## config.mk

```make
export PLATFORM = sky130hd
export DESIGN_NAME = alu_sin_decoder
export DESIGN_NICKNAME = d
export VERILOG_FILES = /design/src/rtl/alu_pkg.sv /design/src/rtl/alu_frame_rx.sv /design/src/rtl/alu_sin_decoder.sv
export SDC_FILE = /design/constraint.sdc
export NUM_CORES = 1
export LEC_CHECK = 0
export BUFFER_PORTS_ARGS = -buffer_cell sky130_fd_sc_hd__clkbuf_2
export CORE_MARGIN = 2
export CORE_UTILIZATION = 53
export DETAILED_ROUTE_END_ITERATION = 16
export GPL_TIMING_DRIVEN = 0
export PLACE_DENSITY_LB_ADDON = 0.2
export SYNTH_ARGS = -nofsm -noshare
export SYNTH_HDL_FRONTEND = slang
export SYNTH_SLANG_ARGS = --single-unit
```

## constraint.sdc

```tcl
create_clock -name clk -period 3 [get_ports clk]
set_input_delay 0.3 -clock clk [delete_from_list [all_inputs] [get_ports clk]]
set_output_delay 0.3 -clock clk [all_outputs]
set_load 0.05 [all_outputs]
```

## src/rtl/alu_pkg.sv

```systemverilog
// Shared definitions for the serial ALU receive path: frame types, error bits,
// opcodes, FSM state encodings and the packet CRC4.
package alu_pkg;

  localparam logic DATA_TYPE = 1'b0;
  localparam logic CMD_TYPE  = 1'b1;

  typedef logic [2:0] err_t;
  localparam int ERR_DATA_BIT = 2;
  localparam int ERR_CRC_BIT  = 1;
  localparam int ERR_OP_BIT   = 0;

  typedef enum logic [2:0] {
    OP_AND = 3'b000,
    OP_OR  = 3'b001,
    OP_ADD = 3'b100,
    OP_SUB = 3'b101
  } operation_t;

  typedef enum logic [1:0] {RX_IDLE, RX_SHIFT, RX_STOP_CHK, RX_BREAK} rx_state_t;
  typedef enum logic {PKT_COLLECT, PKT_EVAL} pkt_state_t;

  // Polynomial x^4+x+1, init 0, MSB first; result equals msg*x^4 mod p.
  function automatic logic [3:0] crc4_calc(input logic [67:0] msg);
    logic [3:0] crc;
    logic       fb;
    crc = '0;
    for (int i = 67; i >= 0; i--) begin
      fb  = crc[3] ^ msg[i];
      crc = {crc[2:0], 1'b0} ^ (fb ? 4'h3 : 4'h0);
    end
    return crc;
  endfunction

endpackage

```

## src/rtl/alu_frame_rx.sv

```systemverilog
// Serial frame receiver: start detection, bit timing, stop check and
// line-break recovery for 11-bit frames {start, type, d7..d0, stop}.
module alu_frame_rx
  import alu_pkg::*;
#(
  parameter int CLKS_PER_BIT = 1
) (
  input  logic       clk,
  input  logic       rst_n,
  input  logic       sin_i,
  output logic       frame_valid_o,
  output logic       frame_type_o,
  output logic [7:0] frame_byte_o,
  output logic       frame_err_o,
  output logic       idle_o
);

  localparam logic [3:0] LAST_TICK = 4'(CLKS_PER_BIT - 1);

  rx_state_t   state_q, state_d;
  logic [3:0]  tick_q, tick_d;
  logic [3:0]  bit_q, bit_d;
  logic [9:0]  shift_q, shift_d;
  logic        armed_q, armed_d;

  always_ff @(posedge clk or negedge rst_n) begin
    if (!rst_n) begin
      state_q <= RX_IDLE;
      tick_q  <= '0;
      bit_q   <= '0;
      shift_q <= '0;
      armed_q <= 1'b0;
    end else begin
      state_q <= state_d;
      tick_q  <= tick_d;
      bit_q   <= bit_d;
      shift_q <= shift_d;
      armed_q <= armed_d;
    end
  end

  // armed_q keeps a line held low across reset release from looking like a start bit.
  always_comb begin
    state_d       = state_q;
    tick_d        = tick_q;
    bit_d         = bit_q;
    shift_d       = shift_q;
    armed_d       = armed_q | sin_i;
    frame_valid_o = 1'b0;
    frame_err_o   = 1'b0;
    case (state_q)
      RX_IDLE: begin
        if (armed_q && !sin_i) begin
          state_d = RX_SHIFT;
          tick_d  = '0;
          bit_d   = '0;
        end
      end
      RX_SHIFT: begin
        if (tick_q == LAST_TICK) begin
          tick_d  = '0;
          shift_d = {shift_q[8:0], sin_i};
          bit_d   = bit_q + 1'b1;
          if (bit_q == 4'd9) state_d = RX_STOP_CHK;
        end else begin
          tick_d = tick_q + 1'b1;
        end
      end
      RX_STOP_CHK: begin
        if (shift_q[0]) begin
          frame_valid_o = 1'b1;
          state_d       = RX_IDLE;
        end else begin
          frame_err_o = 1'b1;
          state_d     = RX_BREAK;
        end
      end
      RX_BREAK: begin
        if (sin_i) state_d = RX_IDLE;
      end
      default: state_d = RX_IDLE;
    endcase
  end

  assign frame_type_o = shift_q[9];
  assign frame_byte_o = shift_q[8:1];
  assign idle_o       = (state_q == RX_IDLE);

endmodule

```

## src/rtl/alu_sin_decoder.sv

```systemverilog
// Receive-side front end of the serial ALU: assembles data/command frames into
// one operation packet, validates it and hands A/B/op to the core via valid/ready.
module alu_sin_decoder
  import alu_pkg::*;
#(
  parameter int CLKS_PER_BIT = 1,
  parameter int DATA_FRAMES  = 8
) (
  input  logic        clk,
  input  logic        rst_n,
  input  logic        sin,
  output logic        out_valid,
  input  logic        out_ready,
  output logic [31:0] out_a,
  output logic [31:0] out_b,
  output logic [2:0]  out_op,
  output logic [2:0]  out_err,
  output logic        overrun,
  output logic        busy
);

  localparam int CNT_W = $clog2(DATA_FRAMES + 2);
  localparam logic [CNT_W-1:0] CNT_FULL = CNT_W'(DATA_FRAMES);
  localparam logic [CNT_W-1:0] CNT_SAT  = CNT_W'(DATA_FRAMES + 1);

  logic       frame_valid, frame_type, frame_err, rx_idle;
  logic [7:0] frame_byte;

  alu_frame_rx #(.CLKS_PER_BIT(CLKS_PER_BIT)) u_rx (
    .clk           (clk),
    .rst_n         (rst_n),
    .sin_i         (sin),
    .frame_valid_o (frame_valid),
    .frame_type_o  (frame_type),
    .frame_byte_o  (frame_byte),
    .frame_err_o   (frame_err),
    .idle_o        (rx_idle)
  );

  pkt_state_t       state_q, state_d;
  logic [CNT_W-1:0] count_q, count_d;
  logic [63:0]      data_q, data_d;
  logic [2:0]       op_q, op_d;
  logic [3:0]       crc_q, crc_d;
  logic             out_valid_q, out_valid_d;
  logic [31:0]      out_a_q, out_a_d, out_b_q, out_b_d;
  logic [2:0]       out_op_q, out_op_d;
  err_t             out_err_q, out_err_d;
  logic             overrun_q, overrun_d;

  logic             load;
  logic [31:0]      ld_a, ld_b;
  logic [2:0]       ld_op;
  err_t             ld_err;

  always_ff @(posedge clk or negedge rst_n) begin
    if (!rst_n) begin
      state_q     <= PKT_COLLECT;
      count_q     <= '0;
      data_q      <= '0;
      op_q        <= '0;
      crc_q       <= '0;
      out_valid_q <= 1'b0;
      out_a_q     <= '0;
      out_b_q     <= '0;
      out_op_q    <= '0;
      out_err_q   <= '0;
      overrun_q   <= 1'b0;
    end else begin
      state_q     <= state_d;
      count_q     <= count_d;
      data_q      <= data_d;
      op_q        <= op_d;
      crc_q       <= crc_d;
      out_valid_q <= out_valid_d;
      out_a_q     <= out_a_d;
      out_b_q     <= out_b_d;
      out_op_q    <= out_op_d;
      out_err_q   <= out_err_d;
      overrun_q   <= overrun_d;
    end
  end

  always_comb begin
    state_d     = state_q;
    count_d     = count_q;
    data_d      = data_q;
    op_d        = op_q;
    crc_d       = crc_q;
    out_valid_d = out_valid_q && !out_ready;
    out_a_d     = out_a_q;
    out_b_d     = out_b_q;
    out_op_d    = out_op_q;
    out_err_d   = out_err_q;
    overrun_d   = overrun_q;
    load        = 1'b0;
    ld_a        = '0;
    ld_b        = '0;
    ld_op       = '0;
    ld_err      = '0;
    case (state_q)
      PKT_COLLECT: begin
        if (frame_err) begin
          load                 = 1'b1;
          ld_err[ERR_DATA_BIT] = 1'b1;
          count_d              = '0;
          data_d               = '0;
        end else if (frame_valid) begin
          if (frame_type == DATA_TYPE) begin
            data_d = {data_q[55:0], frame_byte};
            if (count_q != CNT_SAT) count_d = count_q + 1'b1;
          end else if (count_q != '0) begin
            // A command with no data before it is trailing filler and is dropped.
            op_d    = frame_byte[6:4];
            crc_d   = frame_byte[3:0];
            state_d = PKT_EVAL;
          end
        end
      end
      PKT_EVAL: begin
        load  = 1'b1;
        ld_op = op_q;
        if (count_q != CNT_FULL) begin
          ld_err[ERR_DATA_BIT] = 1'b1;
        end else begin
          ld_b = data_q[63:32];
          ld_a = data_q[31:0];
          if (crc4_calc({data_q, 1'b1, op_q}) != crc_q) ld_err[ERR_CRC_BIT] = 1'b1;
          else if (op_q[1])                            ld_err[ERR_OP_BIT]  = 1'b1;
        end
        count_d = '0;
        data_d  = '0;
        state_d = PKT_COLLECT;
      end
      default: state_d = PKT_COLLECT;
    endcase
    // An acceptance in the same cycle frees the output stage, so that is not an overrun.
    if (load) begin
      if (out_valid_q && !out_ready) begin
        overrun_d = 1'b1;
      end else begin
        out_valid_d = 1'b1;
        out_a_d     = ld_a;
        out_b_d     = ld_b;
        out_op_d    = ld_op;
        out_err_d   = ld_err;
      end
    end
  end

  assign out_valid = out_valid_q;
  assign out_a     = out_a_q;
  assign out_b     = out_b_q;
  assign out_op    = out_op_q;
  assign out_err   = out_err_q;
  assign overrun   = overrun_q;
  assign busy      = (count_q != '0) || !rx_idle;

endmodule

```

Word-level counts from Yosys, hierarchy flattened
Index checks and enable logic that the tools add are counted.
{"block": "word_totals", "output_inout_bits": 73, "input_bits": 4, "ff_bits": 169}
{"block": "classes", "n_reduce_logical": 19, "mux": 112, "bitwise_logic": 137, "add_sub_neg": 3, "n_eq_ne": 14}
{"operator": "$xor A4 B2 Y4", "count": 66}
{"operator": "$mux W64", "count": 3}
{"operator": "$mux W2", "count": 75}
{"operator": "$mux W32", "count": 4}
{"operator": "$pmux W64 S2", "count": 1}
{"operator": "$xor A1 B1 Y1", "count": 64}
{"operator": "$mux W4", "count": 7}
{"operator": "$pmux W4 S2", "count": 3}
{"operator": "$mux W1", "count": 14}
{"operator": "$add A4 B1 Y4 const B", "count": 3}
{"operator": "$reduce_and A2 Y1", "count": 5}
{"operator": "$ne A3 B3 Y1 const B", "count": 3}
{"operator": "$ne A4 B4 Y1 const B", "count": 2}
{"operator": "$pmux W2 S4", "count": 1}
{"operator": "$ne A2 B1 Y1 const B", "count": 3}
{"operator": "$pmux W1 S2", "count": 3}
{"operator": "$reduce_and A3 Y1", "count": 2}
{"operator": "$reduce_and A5 Y1", "count": 1}
{"operator": "$eq A2 B2 Y1 const B", "count": 2}
{"operator": "$eq A4 B4 Y1 const B", "count": 1}
{"operator": "$logic_not A4 Y1", "count": 1}
{"operator": "$ne A4 B4 Y1", "count": 1}
{"operator": "$reduce_and A4 Y1", "count": 1}
{"operator": "$reduce_bool A4 Y1", "count": 1}
{"operator": "other kinds (12)", "count": 18}

Depth between registers and ports, before layout
Gate-level depths: netlist of run 1.
{"block": "logic_depth", "word_depth": 202, "depth_mapped": 9, "depth_no_buf": 8}

Cells and area by module
Synthesis of run 1 repeated with hierarchy kept, for this count alone.
{"block": "hier_totals", "hier_cells": 572, "hier_area_um2": 7601.0}
{"module": "alu_sin_decoder", "area_each_um2": 6507.5, "cells_each": 477, "seq_area_each_um2": 3703.6, "instances": 1}
{"module": "alu_frame_rx", "area_each_um2": 1093.5, "cells_each": 95, "seq_area_each_um2": 525.5, "instances": 1}

Worst setup path after synthesis of run 1
OpenSTA, ideal clock, no wires.
{"block": "synth_path", "kind": "register to register", "from": "reg data_q[59]", "to": "reg out_err_q[0], in the netlist out_err[0]", "slack_ns": 0.101, "stages_incl_launch_ff": 9, "period_less_slack_ns": 2.899, "arrival_time_ns": 2.832, "cell_sequence": "dfrtp_1 xor2_1 xnor3_2 xnor3_2 xnor3_1 xnor3_1 xor2_1 mux2i_1 a22o_1"}
{"block": "synth_via", "elab_chain_cells": 111}
{"element": "start: declaration", "line_no": "alu_sin_decoder.sv:42", "rtl": "logic [63:0] data_q, data_d;"}
{"element": "start signal: assignment", "line_no": "alu_sin_decoder.sv:72", "rtl": "data_q <= data_d;"}
{"element": "$xor A1 B1 Y1 *", "line_no": "alu_pkg.sv:29", "rtl": "fb = crc[3] ^ msg[i];"}
{"element": "$mux W2 *", "line_no": "alu_pkg.sv:30", "rtl": "crc = {crc[2:0], 1'b0} ^ (fb ? 4'h3 : 4'h0);"}
{"element": "$xor A4 B2 Y4 * (3 in series)", "line_no": "alu_pkg.sv:30"}
{"element": "$xor A1 B1 Y1", "line_no": "alu_pkg.sv:29"}
{"element": "$mux W2", "line_no": "alu_pkg.sv:30"}
{"element": "$xor A4 B2 Y4 * (3 in series)", "line_no": "alu_pkg.sv:30"}
{"element": "$xor A1 B1 Y1", "line_no": "alu_pkg.sv:29"}
{"element": "$mux W2", "line_no": "alu_pkg.sv:30"}
{"element": "[89 not listed]"}
{"element": "$xor A4 B2 Y4 * (3 in series)", "line_no": "alu_pkg.sv:30"}
{"element": "$xor A1 B1 Y1", "line_no": "alu_pkg.sv:29"}
{"element": "$mux W2", "line_no": "alu_pkg.sv:30"}
{"element": "$xor A4 B2 Y4 *", "line_no": "alu_pkg.sv:30"}
{"element": "$ne A4 B4 Y1 *", "line_no": "alu_sin_decoder.sv:128", "rtl": "if (crc4_calc({data_q, 1'b1, op_q}) != crc_q) ld_err[ERR_CRC_BIT] = 1'b1;"}
{"element": "$mux W1 *", "line_no": "alu_sin_decoder.sv:128"}
{"element": "$mux W2 *", "line_no": "alu_sin_decoder.sv:123", "rtl": "if (count_q != CNT_FULL) begin"}
{"element": "$mux W2 *", "line_no": "alu_sin_decoder.sv:101", "rtl": "case (state_q)"}
{"element": "end signal: assignment", "line_no": "alu_sin_decoder.sv:79", "rtl": "out_err_q <= out_err_d;"}
{"element": "end: declaration", "line_no": "alu_sin_decoder.sv:48", "rtl": "err_t out_err_q, out_err_d;"}
Mark *: on every way between the ends. The rest lies on a longest branch, timed or not.
A chain may end at the register's enable or synchronous reset.

Final worst setup path of run 1
{"block": "layout_path", "from": "reg data_q[14]", "to": "reg out_err_q[0], in the netlist out_err[0]"}
{"block": "layout_via", "elab_chain_cells": 36}
{"element": "$xor A1 B1 Y1 *", "line_no": "alu_pkg.sv:29"}
{"element": "$mux W2 *", "line_no": "alu_pkg.sv:30"}
{"element": "$xor A4 B2 Y4 * (3 in series)", "line_no": "alu_pkg.sv:30"}
{"element": "$xor A1 B1 Y1", "line_no": "alu_pkg.sv:29"}
{"element": "$mux W2", "line_no": "alu_pkg.sv:30"}
{"element": "$xor A4 B2 Y4 * (3 in series)", "line_no": "alu_pkg.sv:30"}
{"element": "$xor A1 B1 Y1", "line_no": "alu_pkg.sv:29"}
{"element": "$mux W2", "line_no": "alu_pkg.sv:30"}
{"element": "[14 not listed]"}
{"element": "$xor A4 B2 Y4 * (3 in series)", "line_no": "alu_pkg.sv:30"}
{"element": "$xor A1 B1 Y1", "line_no": "alu_pkg.sv:29"}
{"element": "$mux W2", "line_no": "alu_pkg.sv:30"}
{"element": "$xor A4 B2 Y4 *", "line_no": "alu_pkg.sv:30"}
{"element": "$ne A4 B4 Y1 *", "line_no": "alu_sin_decoder.sv:128"}
{"element": "$mux W1 *", "line_no": "alu_sin_decoder.sv:128"}
{"element": "$mux W2 *", "line_no": "alu_sin_decoder.sv:123"}
{"element": "$mux W2 *", "line_no": "alu_sin_decoder.sv:101"}
Marks and branches as above.

==> qor.yml, run 1 <==
status: "complete, but fails checks"
failed_checks: "negative setup slack"
num_rows: 43
cap_violations: 0
worstPathCellList: "xnor3_1, xnor3_1, xnor2_1, xnor3_1, xnor3_1, xor2_1, mux2i_2, a22o_1"
drtAntennaViolNets: 0
ir_drop_v: 0.000455
synth_top_family_by_area: "compound AO/OA/AOI/OAI gates"
io_buffers: 76
drive_gt1_frac: 0.233
grt_pass1_wl_mm: 26.8
grt.total_usage: 0.237
nets: 677
ioPinCount: 77
yosysSeqAreaShare: 0.563
synth_edf_count: 0
post_dp_cell_area_um2: 8160
setup_tns_ps: -28.6
worst-path-buf-inv: 0
hold_viol: 0
finalPower_mw: 5.37
synth_adder_area_share: 0.0117
rsz0062_at_grt: "true"
totalWireLength_mm: 16.9
fillers: 1018
cts_max_path_buffers: 2
power_density_nw_per_um2: 600
yosysUniqueCellTypes: 42
gr-total-overflow: 0
dr.pass1.iters: 4
worstPathRequired_ps: 3370
crit_top_cell: "xnor3_1"
finalCoreUtilization: 0.644
dp_hpwl_mm: 11.6
antenna_found_initial: 0
layout_worst_path_cycle_share: 1.01
grt_pass1_vias: 4885
p_leak_nw: 4.51
drtIter0Drc: 276
max_freq_ghz: 0.332
final-max-slew-violation-count: 0
hold_class: "input pin to flop"
area_growth_pct: 19.0
async_flop_share: 1.00
synth_compound_area_frac: 0.179
layout_setup_ws_ps: -15.6
grt_start_max_net_pins: 92
synthMuxAreaShare: 0.0163
avgSynthCellArea_um2: 13.5
cts_buffers: 17
fin_crit_ps: 3020
die_x_um: 123
place_congestion: 0.781
avgRoutedWirePerCell_um: 19.7
synthCells: 556
path_delay_family: "XOR/XNOR gates"
syn_area_um2: 7510
ys.flop_type: "dfrtp_1"
vias_per_cell: 5.77
cts_tree: "yes"
clk_pin_slew_ps: 60
crit_path_end_kind: "flop"
dr_total_vias: 4952
critPathLaunchType: "flop"
crit_slowest_cell: "xnor3_1"
synth_simple_gate_area_frac: 0.0423
crit_arrival_ps: 3380
yosys_warnings: 0
synth-seq-cells: 169
coreArea_um2: 13900
synth-xor-area-share: 0.166
worstPathMaxFanout: 4
clock_sinks: 169
die_h_um: 123
clk_latency_ps: 440
layout.area.seq_um2: 4250
final_area_um2: 8940
slowest_delay_ps: 460
setup_viol: 2
fin_hold_ws_ps: 133
path_class: "flop to flop"
multi_input_area_um2: 3180
dieArea_um2: 15100
worstMarginPinSlew_ps: 701
fin_skew_ps: 12.8
drc: 0
diodes: 0
cts_max_level: 4
slew_headroom: 0.533
cts_root_buf: "clkbuf_16"
synth.net_count: 567
initial_core_util: 0.541
-- cells in the mapped netlist (2+ instances only) --
cell type / number / area [um2]
dfrtp_1: 169 / 4230
xnor2_1: 48 / 420
o22ai_1: 2 / 12.5
nor2_1: 11 / 41.3
o21ai_1: 2 / 10.0
inv_1: 11 / 41.3
buf_1: 12 / 45.0
a22o_1: 133 / 1160
ha_1: 7 / 87.6
a21oi_1: 8 / 40.0
xor3_1: 3 / 71.3
xnor3_2: 2 / 47.6
xnor2_2: 2 / 32.5
xor2_1: 13 / 114
nor3_1: 2 / 10.0
nor3b_1: 2 / 15.0
or3_1: 2 / 12.5
nand2b_1: 2 / 12.5
mux2_2: 10 / 113
xnor3_1: 25 / 563
nand2_1: 36 / 135
a31oi_1: 2 / 12.5
o21ai_0: 9 / 45.0
or2_2: 2 / 12.5
clkbuf_1: 19 / 71.3
nor2b_1: 2 / 12.5
nand3_1: 5 / 25.0
-- layout by cell type, fill, tap and decap left out, types with 5 or more instances in the layout --
cell type	n
a21oi_1	8
a22o_1	133
buf_1	12
buf_4	13
clkbuf_1	22
clkbuf_16	17
clkbuf_2	75
clkinv_2	6
dfrtp_1	154
dfrtp_2	15
ha_1	7
inv_1	11
mux2_2	10
nand2_1	36
nand3_1	5
nor2_1	11
o21ai_0	9
xnor2_1	45
xnor3_1	24
xor2_1	10
-- per-layer routing --
metal  track usage  routed length [um]
met5             0                   0
met4        0.0859                 327
met3        0.0544                 656
met2         0.376                8270
met1         0.322                7630
-- final timing paths --
kind                               from      endpoint  slack, ps  depth (start not counted)
setup reg to reg             data_q[14]    out_err[0]        -20                          8
setup / recovery             data_q[14]    out_err[0]        -20                          8
max in group asynchronous         rst_n    data_q[11]       1690                          3
hold / removal                      sin  u_rx.armed_q        130                          2
hold reg to reg            u_rx.armed_q  u_rx.armed_q        460                          1
min in group asynchronous         rst_n     out_b[21]        450                          2
-- registers in the layout, indices dropped and copies added, names as in the netlist, 4 cells and up --
name and count:
data_q 64, out_a 32, out_b 32, u_rx.shift_q 10, count_q 4, crc_q 4, u_rx.bit_q 4, u_rx.tick_q 4
-- final cells by class --
type	count	share of cell area
buffer	31	0.0130
clock buffer	21	0.0504
clock inverter	10	0.0168
inverter	12	0.00504
multi-input combinational	344	0.356
sequential	169	0.475
tap	180	0.0252
timing repair buffer	91	0.0586
-- report_power, final --
group / internal (mW) / switching [mW]
clock: 1.40 / 0.851
combinational: 0.242 / 0.289
sequential: 2.42 / 0.163
-- what timing repair did --
item	CTS	global route
hold endpoints to repair	78	0
gates resized for setup	8	16
pin swaps	2	14
buffers inserted	2	11
setup endpoints to repair	2	2
hold buffers	1	0
-- logic make-up after synthesis --
logic type               count (synthesis)
XOR/XNOR                                93
AND/OR/NAND/NOR                         70
multiplexers                            11
flip-flops                             169
AO/OA/AOI/OAI                          163
buffers and inverters                   43
adder cells (fa/ha/maj)                  7
-- stage by stage --
| stage | instances | setup slack, ps |
|---|---|---|
| 2_1_floorplan | 556 | 101 |
| 3_3_place_gp | 812 | -1190 |
| 3_5_place_dp | 813 | -208 |
| 4_1_cts | 847 | 1.59 |
| 5_1_grt | 858 | -113 |
| 6_report | 858 | -15.6 |
Note: power is estimated with default switching activity, not from simulation.
==> inputs of run 2 (changes only) <==
--- a/config.mk
+++ b/config.mk
@@ -8,9 +8,11 @@
 export BUFFER_PORTS_ARGS = -buffer_cell sky130_fd_sc_hd__clkbuf_2
 export CORE_MARGIN = 2
 export CORE_UTILIZATION = 53
+export CTS_CLUSTER_DIAMETER = 150
 export DETAILED_ROUTE_END_ITERATION = 16
 export GPL_TIMING_DRIVEN = 0
 export PLACE_DENSITY_LB_ADDON = 0.2
+export RECOVER_POWER = 25
 export SYNTH_ARGS = -nofsm -noshare
 export SYNTH_HDL_FRONTEND = slang
 export SYNTH_SLANG_ARGS = --single-unit
==> run 2 against run 1 <==
  * The run ends with max-capacitance violations, max-slew violations, negative setup slack left
  * Sequential power about the same
  * Final cell count unchanged
  * Critical path depth unchanged
  * Fmax increased by 0.30%
  * Via count increased by 0.87%
  * Non-clock buffer count unchanged
  * Sequential cell count unchanged
  * Clock power about the same
  * Worst setup slack improved by 8.9 ps
  * Largest cell class unchanged
==> qor.yml, run 2 (synthesis results as in run 1) <==
status: "complete, but fails checks"
failed_checks: "max-capacitance violations, max-slew violations, negative setup slack"
nets: 677  # unchanged
path_delay_family: "XOR/XNOR gates"
p_leak_nw: 4.43  # -1.7%
combPwrFrac: 0.099  # about the same
worstPathRequired_ps: 3370  # about the same
final_area_um2: 8910  # -0.41%
finalPower_mw: 5.36  # -0.15%
largest_reg_flops: 64  # unchanged
setup_viol: 2  # unchanged
clkPwrFrac: 0.419  # about the same
holdPathEnd: "u_rx.armed_q"
min_from: "sin"
cts_tree: "yes"
place_congestion: 0.781  # unchanged
grt.total_usage: 0.237  # unchanged
io_buffers: 76  # unchanged
power_density_nw_per_um2: 602  # +0.25%
worstPathMaxFanout: 4  # unchanged
final_common_cell: "dfrtp_1"
path_class: "flop to flop"
coreArea_um2: 13900  # unchanged
worstMarginPinSlew_ps: 1950  # +1250 ps
drtAntennaViolNets: 0  # unchanged
area_growth_pct: 18.6
hold_viol: 0  # unchanged
cts_root_buf: "clkbuf_16"
rrSetupSlack_ps: -7  # about the same
die_h_um: 123  # unchanged
grt_pass1_vias: 4885  # unchanged
crit_slowest_cell: "xnor3_1"
critPathLaunchType: "flop"
cts_buffers: 17  # unchanged
seqPwrFrac: 0.482  # about the same
r2r_end: "out_err[0]"
post_dp_cell_area_um2: 8160  # unchanged
rsz0062_at_grt: "true"
fillers: 1037  # +1.9%
worstPathCellList: "xnor3_1, xnor3_1, xnor2_1, xnor3_1, xnor3_1, xor2_1, mux2i_2, a22o_1"
grt_pass1_wl_mm: 26.8  # unchanged
worst-path-buf-inv: 0  # unchanged
slowest_delay_ps: 460  # about the same
cap_violations: 1  # +1
vias_per_cell: 5.82  # +0.87%
crit_path_end_kind: "flop"
grt_start_max_net_pins: 92  # unchanged
crit_arrival_ps: 3370  # about the same
crit_top_cell: "xnor3_1"
totalWireLength_mm: 16.9  # about the same
ir_drop_v: 0.000455  # about the same
layout_setup_ws_ps: -6.61  # +8.94 ps
swShare: 0.242  # -0.000852
fin_hold_ws_ps: 133  # +0.212 ps
clk_latency_ps: 430  # about the same
layout.area.seq_um2: 4250  # unchanged
dp_slack_ps: -208  # unchanged
finalCoreUtilization: 0.642  # -0.00261
fin_skew_ps: 7.88  # -4.90 ps
worstReg2RegStart: "data_q[14]"
r2r_cells: 8  # unchanged
dr.pass1.iters: 4  # unchanged
setup_tns_ps: -10.6  # +18.1 ps
num_rows: 43  # unchanged
power_switching_mw: 1.30  # -0.50%
max_freq_ghz: 0.333  # +0.30%
drtIter0Drc: 274  # -0.72%
drive_gt1_frac: 0.201  # -0.0324
dp_hpwl_mm: 11.6  # unchanged
internal_power_mw: 4.06  # about the same
clk_pin_slew_ps: 60  # about the same
fin_crit_ps: 3010  # -8.94 ps
cts_max_path_buffers: 2  # unchanged
min_path_cells: 2  # unchanged
diodes: 0  # unchanged
cts_max_level: 4  # unchanged
layout_worst_path_cycle_share: 1.00  # -0.00298
slew_headroom: -0.300  # -0.833
place_inst: 813  # unchanged
die_x_um: 123  # unchanged
avgRoutedWirePerCell_um: 19.7  # about the same
hold_class: "input pin to flop"
final-max-slew-violation-count: 79  # +79
clock_sinks: 169  # unchanged
final_cells: 858  # unchanged
ioPinCount: 77  # unchanged
antenna_found_initial: 0  # unchanged
multi_input_area_um2: 3180  # unchanged
dieArea_um2: 15100  # unchanged
final_cell_mix: "154 x dfrtp_1, 133 x a22o_1, 54 x clkbuf_2"
max_flop_register: "data_q"
dr_total_vias: 4995  # +0.87%
initial_core_util: 0.541  # unchanged
gr-total-overflow: 0  # unchanged
drc: 0  # unchanged
## run 2: area by class of cell
| class | count | share of cell area |
|---|---|---|
| Clock inverter | 10 | 0.0169 |
| Buffer | 31 | 0.0131 |
| Clock buffer | 21 | 0.0506 |
| Multi-Input combinational cell | 344 | 0.357 |
| Inverter | 12 | 0.00506 |
| Timing Repair Buffer | 91 | 0.0548 |
| Tap cell | 180 | 0.0253 |
| Sequential cell | 169 | 0.477 |
## run 2: worst max-delay path by stage
stage,from,to,cells after the start
after floorplan,data_q[59],out_err[0],8
after global routing,data_q[11],out_err[0],8
final,data_q[14],out_err[0],8
after detailed placement,data_q[62],out_err[0],8
after CTS,data_q[19],out_err[0],8
after global placement,rst_n,out_a[11],1
## run 2: per-layer routing
metal / global-route usage / vias to the layer above / wire (um)
li1: - / 2255 / -
met1: 0.322 / 2575 / 7560
met2: 0.376 / 133 / 8260
met3: 0.0544 / 32 / 672
met4: 0.0859 / 0 / 382
met5: 0 / - / 0
## run 2: worst reg2reg max path, delay by kind of cell, from the launching register on
| family | cells | cell delay, ps |
|---|---|---|
| muxes | 1 | 290 |
| xor gates and xnor gates | 6 | 2050 |
| DFF | 1 | 440 |
| AOI/OAI and AO/OA | 1 | 150 |
## run 2: power groups by stage
stage	clock (mW)	sequential, mW	combinational, mW
2_1_floorplan	0	2.59	0.378
3_3_place_gp	0	2.62	0.493
3_5_place_dp	0	2.62	0.534
4_1_cts	2.27	2.58	0.541
5_1_grt	2.38	2.61	0.605
6_report	2.24	2.59	0.530
## run 2: timing repair
action / 4_1_cts / 5_1_grt
endpoints found under the hold margin: 78 / 0
cloned: 0 / 0
pin swaps: 2 / 14
resized for setup: 8 / 16
setup buffers: 2 / 11
hold buffers: 1 / 0
setup endpoints to repair: 2 / 2
